`config.mk`:
```
export PLATFORM = sky130hd
export DESIGN_NAME = uart_tx_arbiter
export DESIGN_NICKNAME = d
export VERILOG_FILES = /design/src/rtl/uart_tx_arbiter.sv
export SDC_FILE = /design/constraint.sdc
export NUM_CORES = 1
export LEC_CHECK = 0
export BUFFER_PORTS_ARGS = -buffer_cell sky130_fd_sc_hd__buf_4
export CORE_UTILIZATION = 45
export CTS_BUF_LIST = sky130_fd_sc_hd__clkbuf_16
export DETAILED_ROUTE_END_ITERATION = 7
export PLACE_DENSITY = 0.78
export SLEW_MARGIN = 20
export SYNTH_ARGS = -nofsm -noshare
export SYNTH_HDL_FRONTEND = slang
export SYNTH_SLANG_ARGS = --single-unit
```
`constraint.sdc`:
```
create_clock -name clk -period 2.6 [get_ports clk]
set_input_delay 0.26 -clock clk [delete_from_list [all_inputs] [get_ports clk]]
set_output_delay 0.26 -clock clk [all_outputs]
set_load 0.005 [all_outputs]
```
`src/rtl/uart_tx_arbiter.sv`:
```
// Round-robin arbiter sharing one UART transmitter among NREQ byte-stream requesters.
// Optional busy-handshake watchdog enabled by defining UART_ARB_TIMEOUT_EN.
module uart_tx_arbiter #(
   parameter int NREQ           = 4,
   parameter int DataWidth      = 8,
   parameter int BURST_MAX      = 4,
   parameter int TIMEOUT_CYCLES = 20000
) (
   input  logic                      clk,
   input  logic                      rst,
   input  logic [NREQ-1:0]           req_valid,
   input  logic [NREQ*DataWidth-1:0] req_data,
   input  logic [NREQ-1:0]           req_last,
   output logic [NREQ-1:0]           req_ready,
   output logic [NREQ-1:0]           grant,
   output logic                      tx_start,
   output logic [DataWidth-1:0]      tx_data,
   input  logic                      tx_busy,
   output logic                      timeout_err
);

   localparam int IDX_W = (NREQ > 1) ? $clog2(NREQ) : 1;
   localparam int CNT_W = $clog2(BURST_MAX + 1);

   typedef enum logic [1:0] {S_IDLE, S_LOAD, S_ACK, S_DONE} state_t;

   state_t               state, state_nxt;
   logic [IDX_W-1:0]     owner_q, owner_nxt;
   logic [IDX_W-1:0]     rr_ptr, rr_nxt;
   logic [CNT_W-1:0]     byte_cnt, cnt_nxt;
   logic                 last_q, last_nxt;
   logic [NREQ-1:0]      grant_nxt, ready_nxt;
   logic                 tx_start_nxt, terr_nxt;
   logic [DataWidth-1:0] tx_data_nxt, owner_data;
   logic                 wd_hit;

   // First valid requester strictly after ptr, wrapping modulo NREQ.
   function automatic logic [IDX_W-1:0] rr_pick(input logic [NREQ-1:0] v,
                                                input logic [IDX_W-1:0] ptr);
      logic [IDX_W-1:0] pick;
      logic             found;
      int               idx;
      pick  = '0;
      found = 1'b0;
      for (int k = 1; k <= NREQ; k++) begin
         idx = (int'(ptr) + k) % NREQ;
         if (!found && v[idx]) begin
            pick  = IDX_W'(idx);
            found = 1'b1;
         end
      end
      return pick;
   endfunction

   assign owner_data = req_data[int'(owner_q)*DataWidth +: DataWidth];

`ifdef UART_ARB_TIMEOUT_EN
   logic [31:0] wdog;

   always_ff @(posedge clk) begin
      if (rst) begin
         wdog <= '0;
      end else if (state_nxt != state && (state_nxt == S_ACK || state_nxt == S_DONE)) begin
         wdog <= '0;
      end else if (state == S_ACK || state == S_DONE) begin
         wdog <= wdog + 32'd1;
      end
   end

   assign wd_hit = (state == S_ACK || state == S_DONE) && (wdog == 32'(TIMEOUT_CYCLES - 1));
`else
   assign wd_hit = 1'b0;
`endif

   always_comb begin
      state_nxt    = state;
      owner_nxt    = owner_q;
      rr_nxt       = rr_ptr;
      cnt_nxt      = byte_cnt;
      last_nxt     = last_q;
      grant_nxt    = grant;
      ready_nxt    = '0;
      tx_start_nxt = 1'b0;
      tx_data_nxt  = tx_data;
      terr_nxt     = 1'b0;
      case (state)
         S_IDLE: begin
            if (|req_valid) begin
               owner_nxt            = rr_pick(req_valid, rr_ptr);
               grant_nxt            = '0;
               grant_nxt[owner_nxt] = 1'b1;
               cnt_nxt              = '0;
               state_nxt            = S_LOAD;
            end
         end
         S_LOAD: begin
            if (!req_valid[owner_q]) begin
               grant_nxt = '0;
               rr_nxt    = owner_q;
               state_nxt = S_IDLE;
            end else if (!tx_busy) begin
               tx_start_nxt       = 1'b1;
               tx_data_nxt        = owner_data;
               ready_nxt[owner_q] = 1'b1;
               cnt_nxt            = byte_cnt + CNT_W'(1);
               last_nxt           = req_last[owner_q];
               state_nxt          = S_ACK;
            end
         end
         S_ACK: begin
            if (wd_hit) begin
               terr_nxt  = 1'b1;
               grant_nxt = '0;
               rr_nxt    = owner_q;
               state_nxt = S_IDLE;
            end else if (tx_busy) begin
               state_nxt = S_DONE;
            end
         end
         S_DONE: begin
            if (wd_hit) begin
               terr_nxt  = 1'b1;
               grant_nxt = '0;
               rr_nxt    = owner_q;
               state_nxt = S_IDLE;
            end else if (!tx_busy) begin
               // Release on end of message or exhausted burst; otherwise fetch next byte.
               if (last_q || byte_cnt == CNT_W'(BURST_MAX)) begin
                  grant_nxt = '0;
                  rr_nxt    = owner_q;
                  state_nxt = S_IDLE;
               end else begin
                  state_nxt = S_LOAD;
               end
            end
         end
         default: state_nxt = S_IDLE;
      endcase
   end

   always_ff @(posedge clk) begin
      if (rst) begin
         state       <= S_IDLE;
         owner_q     <= '0;
         rr_ptr      <= IDX_W'(NREQ - 1);
         byte_cnt    <= '0;
         last_q      <= 1'b0;
         grant       <= '0;
         req_ready   <= '0;
         tx_start    <= 1'b0;
         tx_data     <= '0;
         timeout_err <= 1'b0;
      end else begin
         state       <= state_nxt;
         owner_q     <= owner_nxt;
         rr_ptr      <= rr_nxt;
         byte_cnt    <= cnt_nxt;
         last_q      <= last_nxt;
         grant       <= grant_nxt;
         req_ready   <= ready_nxt;
         tx_start    <= tx_start_nxt;
         tx_data     <= tx_data_nxt;
         timeout_err <= terr_nxt;
      end
   end

endmodule
```
* Word level (Yosys, flattened, before mapping)
Cells that the tools add are included.
** Storage, ports and cells
- Flip-flop bits (word level) :: 27
- Input port bits :: 43
- Output and inout port bits :: 18
- Logic and storage cells :: 124
** Cells by class
- $add $sub $neg :: 5
- $lt $le $gt $ge :: 8
- Equal/unequal tests :: 12
- Shift operators :: 1
- Mux-type cells :: 56
- Bitwise gates (word level) :: 8
- Reduce and logical (&&, ||, !) cells :: 25
** Operators by type and width (number)
- $shiftx A32 B6 Y8 :: 1
- $mux W2 :: 14
- $mux W1 :: 23
- $lt A3 B4 Y1 const B :: 4
- $mux W4 :: 4
- $ne A2 B2 Y1 const B :: 7
- $bmux W1 S2 :: 6
- $pmux W4 S3 :: 1
- $reduce_and A4 Y1 :: 3
- $mux W3 :: 3
- $pmux W2 S4 :: 1
- $reduce_or A2 Y1 :: 4
- $reduce_or A4 Y1 :: 2
- $lt A2 B3 Y1 const B :: 2
- $pmux W3 S2 :: 1
- $logic_and A1 B1 Y1 :: 5
- $reduce_and A5 Y1 :: 1
- $add A2 B1 Y2 const B :: 2
- $add A2 B2 Y2 const B :: 2
- $and A1 B1 Y1 const A :: 4
- $demux W1 S2 :: 2
- $eq A2 B2 Y1 const B :: 2
- $ge A2 B1 Y1 const B :: 2
- $not A1 Y1 :: 4
- 12 further kinds :: 15

* Longest topological paths before layout
Gate-level depths: netlist of run 1.
- Depth after elaboration :: 30
- Gate-level depth with buffers :: 6
- Gate-level depth less buffers :: 6

* Worst setup path after synthesis of run 1
OpenSTA, ideal clock, no wires.
- Kind :: register -> register
- From :: reg owner_q[0]
- To :: reg grant[0]
- Arrival time :: 1.548 ns
- Required time :: 2.483 ns
- Path slack :: 0.935 ns
- Cell stages (with the launch flop) :: 6
- Buffers on the path :: 1
- Clock period less this slack :: 1.665 ns
- Cell sequence :: dfxtp_1 > buf_6 > mux2_4 > or4_4 > and3_4 > a32o_1
** On the way
- Cells in the longest elaborated chain, start to end :: 4
** Ends and longest elaborated chain
- start: declaration :: line 28 : logic [IDX_W-1:0] owner_q, owner_nxt;
- start signal: assignment :: line 155 : owner_q <= owner_nxt;
- $bmux W1 S2 :: line 97 : if (!req_valid[owner_q]) begin
- $mux W1 (implied by the code) :: line 97
- $ne A2 B2 Y1 (no source line)
- $reduce_and A5 Y1 (no source line)
- end signal: assignment :: line 159 : grant <= grant_nxt;
- end: declaration :: line 15 : output logic [NREQ-1:0] grant,
Every way passes these cells. The select of a mux whose other input is x is not followed.
A chain may end at the register's enable or synchronous reset.

* Worst setup path in the final report of run 1
- From :: reg state[0]
- To :: reg byte_cnt[1]
** On the way
- Cells in the longest elaborated chain, start to end :: 3
** Ends and longest elaborated chain
- start: declaration :: line 27 : state_t state, state_nxt;
- start signal: assignment :: line 154 : state <= state_nxt;
- $eq A2 B1 Y1 / $logic_not A2 Y1 (equally long branches) :: line 86 : case (state)
- $ne A2 B2 Y1 (no source line) / $reduce_bool A2 Y1 (equally long branches)
- $reduce_and A4 Y1 (no source line)
- end signal: assignment :: line 157 : byte_cnt <= cnt_nxt;
- end: declaration :: line 30 : logic [CNT_W-1:0] byte_cnt, cnt_nxt;
Several ways; a longest one is shown, not always the timed one.

==> reports/qor.yml, run 1 <==
setup_violations: 0
n_antenna_cell: 0
arrival_ns: 1.93
hold_class: "in2reg"
die_w_um: 58.57
synth_common_cells: "dfxtp_1 (27), nor2_1 (19), mux2i_1 (11)"
io_buffers: 59
synth.most_common_cell: "dfxtp_1"
synthSimpleGateAreaFrac_pct: 17.46
cts-root-buf: "clkbuf_16"
rsz0062_at_grt: "no"
final_util_pct: 64.84
start_util_pct: 47.17
required_ns: 2.76
worstPathMaxFanout: 16
cts_sinks: 27
core_sq_um: 3053
drtIter0Drc: 36
nFillCells: 250
drc_errors: 0
track_usage_pct: 20.54
ant_nets: 0
synthXorXnorAreaFrac_pct: 1.216
viasPerCell: 5.633
synth_top_area_cell: "dfxtp_1"
synth_top_family_by_area: "multiplexers"
io_pins: 61
antenna_found_initial: 0
period_share_pct: 68.12
grt_max_degree: 25
regToRegStartpoint: "state[0]"
period_needed_ns: 1.771
synth_warnings: 0
hold_buffers: 0
routedWlPerCell_um: 14.59
startpoint_type: "register"
htreeDepth: 1
synth-compound-area-share_pct: 10.43
yosys_register_bits: 27
yosysSeqAreaShare_pct: 37.53
tightestPinTransition_ns: 0.6192
skew_ns: 0.002034
cts_resized: 0
row_count: 20
place_congestion: 0.8206
clk_latency_ns: 0.26
setup-tns-final_ns: 0
async_flop_share_pct: 0
synth_fa_ha_area_share_pct: 1.738
vias: 1335
p_leak_nw: 0.9206
min_from: "rst"
worst-setup-path-type: "reg2reg"
routed_wl_um: 3459
hold_viol: 0
fmax_ghz: 0.5646
max_cap_violations: 0
cts_tree: "done"
syn_nets: 182
synth_edf_count: 0
syn_area_sq_um: 1440
clockBufferDepth: 2
nets: 239
grt-ovfl-total: 0
yosys-top-cells-area: "dfxtp_1 (38%), mux4_1 (9.1%), mux4_2 (7.8%), mux2i_1 (7.6%), nor2_1 (5.0%)"
synthMuxAreaShare_pct: 25.63
drive_above_1_share_pct: 38.34
hpwl_um: 2572
post-synth-top-area-fraction_pct: 37.53
postCtsSetupRepairBufs: 0
syn_avg_cell_area_sq_um: 10.51
die-area_sq_um: 3430
status: "completed"
cp-end-kind: "register"
area_growth_pct: 37.45
ys.flop_type: "dfxtp_1"
crit_start: "state[0]"
postSynthCellCount: 137
cts_inserted_buffers: 3
slew_headroom_pct: 58.40
slew_viol_final: 0
drtPass1Iterations: 4
worstHoldPathCells: 2
grt_pass1_vias: 1287
grt_pass1_wl_um: 5382
die_h_um: 58.57
r2r_cells: 4
clk_pin_slew_ns: 0.07
synthDistinctLibCells: 41
ir_drop_v: 0.0003139
powerDensity_nw_per_um2: 556.7
[worst paths after layout]
path                               endpoint  slack (ns)
worst max register to register  byte_cnt[1]        0.83
worst max-delay path            byte_cnt[1]        0.83
worst min-delay path             tx_data[1]        0.35
worst min register to register     grant[2]        0.48
[registers in the layout, summed over array words and instances (netlist names), named ones only]
name / cells
req_ready: 4
owner_q: 2
tx_data: 8
rr_ptr: 2
grant: 4
tx_start: 1
state: 1
byte_cnt: 3
last_q: 1
[metal layers]
metal / GRT usage, % / vias to the layer above / share of wire [%]
met5: 0 / - / 0
li1: - / 622 / -
met2: 38.75 / 61 / 54
met3: 2.418 / 9 / 5.0
met4: 8.163 / 0 / 1.7
met1: 23.49 / 643 / 39
[cells by family after synthesis]
| family | after synthesis |
|---|---|
| AO/OA/AOI/OAI | 21 |
| XOR/XNOR | 2 |
| adder cells (fa/ha/maj) | 2 |
| buffers and inverters | 16 |
| flip-flops | 27 |
| multiplexers | 22 |
| other | 1 |
| AND/OR/NAND/NOR | 46 |
[worst max-delay path: stages, from the launching register on]
cell,delay (ns)
dfxtp_1,0.48
nor3b_1,0.52
nand2_4,0.26
a31o_1,0.27
and2_1,0.14
[metrics by stage]
| step | hold slack, ns | instances | instance area (sq um) | setup WS (ns) | power, mW |
|---|---|---|---|---|---|
| after floorplan | 0.3402 | 137 | 1440 | 0.9348 | 0.6513 |
| after global placement | 0.4660 | 233 | 1897 | 0.9636 | 0.7433 |
| after detailed placement | 0.4665 | 233 | 1897 | 0.9208 | 0.7555 |
| after CTS | 0.3499 | 237 | 1979 | 0.8376 | 1.104 |
| after global routing | 0.3602 | 237 | 1979 | 0.7484 | 1.148 |
| final | 0.3543 | 237 | 1979 | 0.8288 | 1.102 |
[power breakdown]
group / internal (mW) / total, mW / switching [mW]
registers: 0.442 / 0.470 / 0.0277
clock network: 0.209 / 0.351 / 0.142
logic: 0.159 / 0.281 / 0.122
[cells in the final DEF, fill, tap and decap left out, types with 2 or more instances in the layout]
| master | Yosys | routed |
|---|---|---|
| and3_1 | 2 | 2 |
| o32ai_1 | 2 | 2 |
| a211oi_1 | 4 | 4 |
| nor4b_1 | 2 | 2 |
| a32o_1 | 2 | 2 |
| nor3_1 | 2 | 2 |
| inv_1 | 7 | 7 |
| mux4_1 | 5 | 5 |
| mux4_2 | 5 | 5 |
| ha_1 | 2 | 2 |
| nand2b_1 | 3 | 3 |
| buf_4 | 1 | 61 |
| clkbuf_16 | 0 | 3 |
| mux2i_1 | 11 | 11 |
| o21ai_0 | 2 | 2 |
| dfxtp_1 | 27 | 27 |
| nor2_1 | 19 | 19 |
| nor4_1 | 2 | 2 |
| nand2_1 | 3 | 3 |
| nand3_1 | 4 | 4 |
| nand4b_1 | 2 | 2 |
| a21oi_1 | 5 | 5 |
[layout make-up]
| type | count | area [sq um] | share of cell area [%] |
|---|---|---|---|
| repair buffers | 61 | 457.9 | 23.14 |
| clock inverters | 1 | 7.507 | 0.3793 |
| clock buffers | 3 | 75.07 | 3.793 |
| inverters | 7 | 26.28 | 1.327 |
| well taps | 44 | 55.05 | 2.781 |
| flip-flops and latches | 27 | 540.5 | 27.31 |
| multi-input cells | 94 | 817.0 | 41.28 |
(Power assumes the default switching activity.)
==> run 2: changes to the inputs <==
Settings changed: ABC_AREA set to 1.
Clock period 2.6 ns to 1.6 ns, I/O delays scaled along.
==> reports/qor.yml, run 2 <==
hold_class: "in2reg"  # unchanged
drive_above_1_share_pct: 37.38  # was 38.34%
hold_viol: 0  # unchanged
cpPeakStageDelay_ns: 0.34  # was 0.52 ns
setup-tns-final_ns: 0  # unchanged
track_usage_pct: 22.19  # was 20.54%
io_buffers: 59  # unchanged
total_power_mw: 3.906  # was 1.102 mW
synth_top_area_cell: "dfxtp_1"  # unchanged
powerDensity_nw_per_um2: 1601  # was 556.7 nW/um^2
top_register: "tx_data"  # unchanged
setup_violations: 0  # unchanged
synth.most_common_cell: "nand2_1"  # was dfxtp_1
top_layer: "met4"  # unchanged
slowest_stage: "dfxtp_2"  # was nor3b_1
status: "completed"  # unchanged
p_leak_nw: 1.157  # was 0.9206 nW
ys.flop_type: "dfxtp_1"  # unchanged
clk_pin_slew_ns: 0.07  # about the same
cts-root-buf: "clkbuf_16"  # unchanged
startpoint_type: "register"  # unchanged
viasPerCell: 5.220  # was 5.633
cts_inserted_buffers: 3  # unchanged
slew_viol_final: 0  # unchanged
worstHoldPathCells: 2  # unchanged
hpwl_um: 3451  # was 2572 um
htreeDepth: 1  # unchanged
worst-setup-path-type: "reg2reg"  # unchanged
grt_pass1_wl_um: 7286  # was 5382 um
final_util_pct: 65.66  # was 64.84%
clockBufferDepth: 2  # unchanged
routed_wl_um: 4374  # was 3459 um
arrival_ns: 1.75  # was 1.93 ns
period_needed_ns: 1.544  # was 1.771 ns
layout_commonest_cell: "buf_4"  # unchanged
wl_met3_um: 242  # was 173 um
layout_common_cells: "buf_4 (68), nand2_1 (65), nand3_1 (40), dfxtp_1 (25), inv_1 (17)"  # was buf_4 (61), dfxtp_1 (27), nor2_1 (19), mux2i_1 (11), inv_1 (7)
post-synth-top-area-fraction_pct: 30.75  # was 37.53%
clk_latency_ns: 0.26  # about the same
wl_met2_um: 2199  # was 1867 um
vias: 1926  # was 1335
die_w_um: 64.50  # was 58.57 um
cp-end-kind: "register"  # unchanged
area_growth_pct: 38.79  # was 37.45%
pre_cts_ws_ns: 0.05287  # was 0.9208 ns
syn_area_sq_um: 1758  # was 1440 sq um
nets: 367  # was 239
grt_pass1_vias: 1764  # was 1287
rsz0062_at_grt: "yes"  # was no
grt_max_degree: 20  # was 25
ir_drop_v: 0.0007001  # was 0.0003139 V
layout.cells.non_filler: 369  # was 237
die_h_um: 64.50  # was 58.57 um
reg_top3: "tx_data (8), grant (4), req_ready (4)"  # unchanged
synth_edf_count: 0  # unchanged
drtIter0Drc: 72  # was 36
core_sq_um: 3716  # was 3053 sq um
yosys_register_bits: 27  # unchanged
routedWlPerCell_um: 11.85  # was 14.59 um
drc_errors: 0  # unchanged
skew_ns: 0.002080  # was 0.002034 ns
largest_register_ffs: 8  # unchanged
yosysSeqAreaShare_pct: 30.75  # was 37.53%
async_flop_share_pct: 0  # unchanged
required_ns: 1.80  # was 2.76 ns
syn_avg_cell_area_sq_um: 6.787  # was 10.51 sq um
synth_warnings: 0  # unchanged
yosys-top-cells-area: "dfxtp_1 (31%), nand2_1 (15%), nand3_1 (12%), nand2_4 (7.0%), nand4_1 (4.6%)"  # was dfxtp_1 (38%), mux4_1 (9.1%), mux4_2 (7.8%), mux2i_1 (7.6%), nor2_1 (5.0%)
die-area_sq_um: 4160  # was 3430 sq um
max_cap_violations: 0  # unchanged
start_util_pct: 47.31  # was 47.17%
cts_sinks: 27  # unchanged
grt-ovfl-total: 0  # unchanged
syn_nets: 304  # was 182
io_pins: 61  # unchanged
wl_met1_um: 1878  # was 1359 um
place_congestion: 0.7675  # was 0.8206
antenna_found_initial: 0  # unchanged
synth_common_cells: "nand2_1 (69), nand3_1 (43), dfxtp_1 (27)"  # was dfxtp_1 (27), nor2_1 (19), mux2i_1 (11)
row_count: 22  # was 20
fmax_ghz: 0.6479  # was 0.5646 GHz
postSynthCellCount: 259  # was 137
cts_tree: "done"  # unchanged
synthDistinctLibCells: 34  # was 41
worstPathMaxFanout: 10  # was 16
drtPass1Iterations: 4  # unchanged
ant_nets: 0  # unchanged
r2r_cells: 13  # was 4
crit_chain: "buf_12 -> clkinv_8 -> nand2_2 -> nand2_4 -> nand2_4 -> nand2_4 -> nand2_1 -> nand2_1 -> nand2_2 -> nand2_2 -> nor2_4 -> nand3_2 -> a21oi_2"  # was nor3b_1 -> nand2_4 -> a31o_1 -> and2_1
n_antenna_cell: 0  # unchanged
period_share_pct: 96.47  # was 68.12%
postCtsSetupRepairBufs: 0  # unchanged
postLayoutSetupSlackWorst_ns: 0.05647  # was 0.8288 ns
dp.cells: 365  # was 233
[run 2: logic make-up after synthesis]
family	Yosys count	share of synthesized area, %
adder cells (fa/ha/maj)	2	1.423
flip-flops	27	30.75
other	1	0.2133
AND/OR/NAND/NOR	167	49.18
XOR/XNOR	1	0.4983
buffers and inverters	35	9.323
AO/OA/AOI/OAI	26	8.612
[run 2: path summary, 6_finish.rpt]
check,from,end,slack (ns)
max,rr_ptr[0],grant[0],0.06
min reg2reg,last_q,last_q,0.46
max reg2reg,rr_ptr[0],grant[0],0.06
min,rst,grant[0],0.17
[run 2: layout make-up]
class / instances / area (sq um)
fillers: 355 / 1276
multi-input cells: 197 / 1119
flip-flops and latches: 27 / 543.0
repair buffers: 69 / 530.5
inverters: 24 / 105.1
clock buffers: 3 / 75.07
well taps: 48 / 60.06
clock inverters: 1 / 7.507
[run 2: metal layers]
metal  global-route usage, %  up-vias
met4                   6.667        0
met5                       0        -
met2                   41.45       68
met3                   3.521        7
met1                   25.59      869
li1                        -      982
[run 2: worst max-delay path: cells and delay by family (launching register included)]
family                 cells  cell delay [ns]
AND/OR/NAND/NOR           10             0.79
flip-flops                 1             0.34
AO/OA/AOI/OAI              1             0.13
buffers and inverters      2             0.21
[run 2: where the power goes]
| part | internal [mW] | switching (mW) | leakage, nW | total (mW) |
|---|---|---|---|---|
| Clock | 0.340 | 0.240 | 0.0371 | 0.580 |
| Combinational | 0.941 | 1.45 | 0.900 | 2.39 |
| Sequential | 0.822 | 0.115 | 0.219 | 0.936 |
[run 2: per-stage QoR]
step	hold WS (ns)	area [sq um]
2_1_floorplan	0.2291	1758
3_3_place_gp	0.4512	2285
3_5_place_dp	0.4525	2285
4_1_cts	0.1831	2367
5_1_grt	0.1830	2440
6_report	0.1738	2440
[run 2: timing repair]
| action | in CTS | in global routing |
|---|---|---|
| gates resized for setup | 0 | 20 |
| hold buffers | 0 | 0 |
| endpoints found under the setup margin | 0 | 18 |
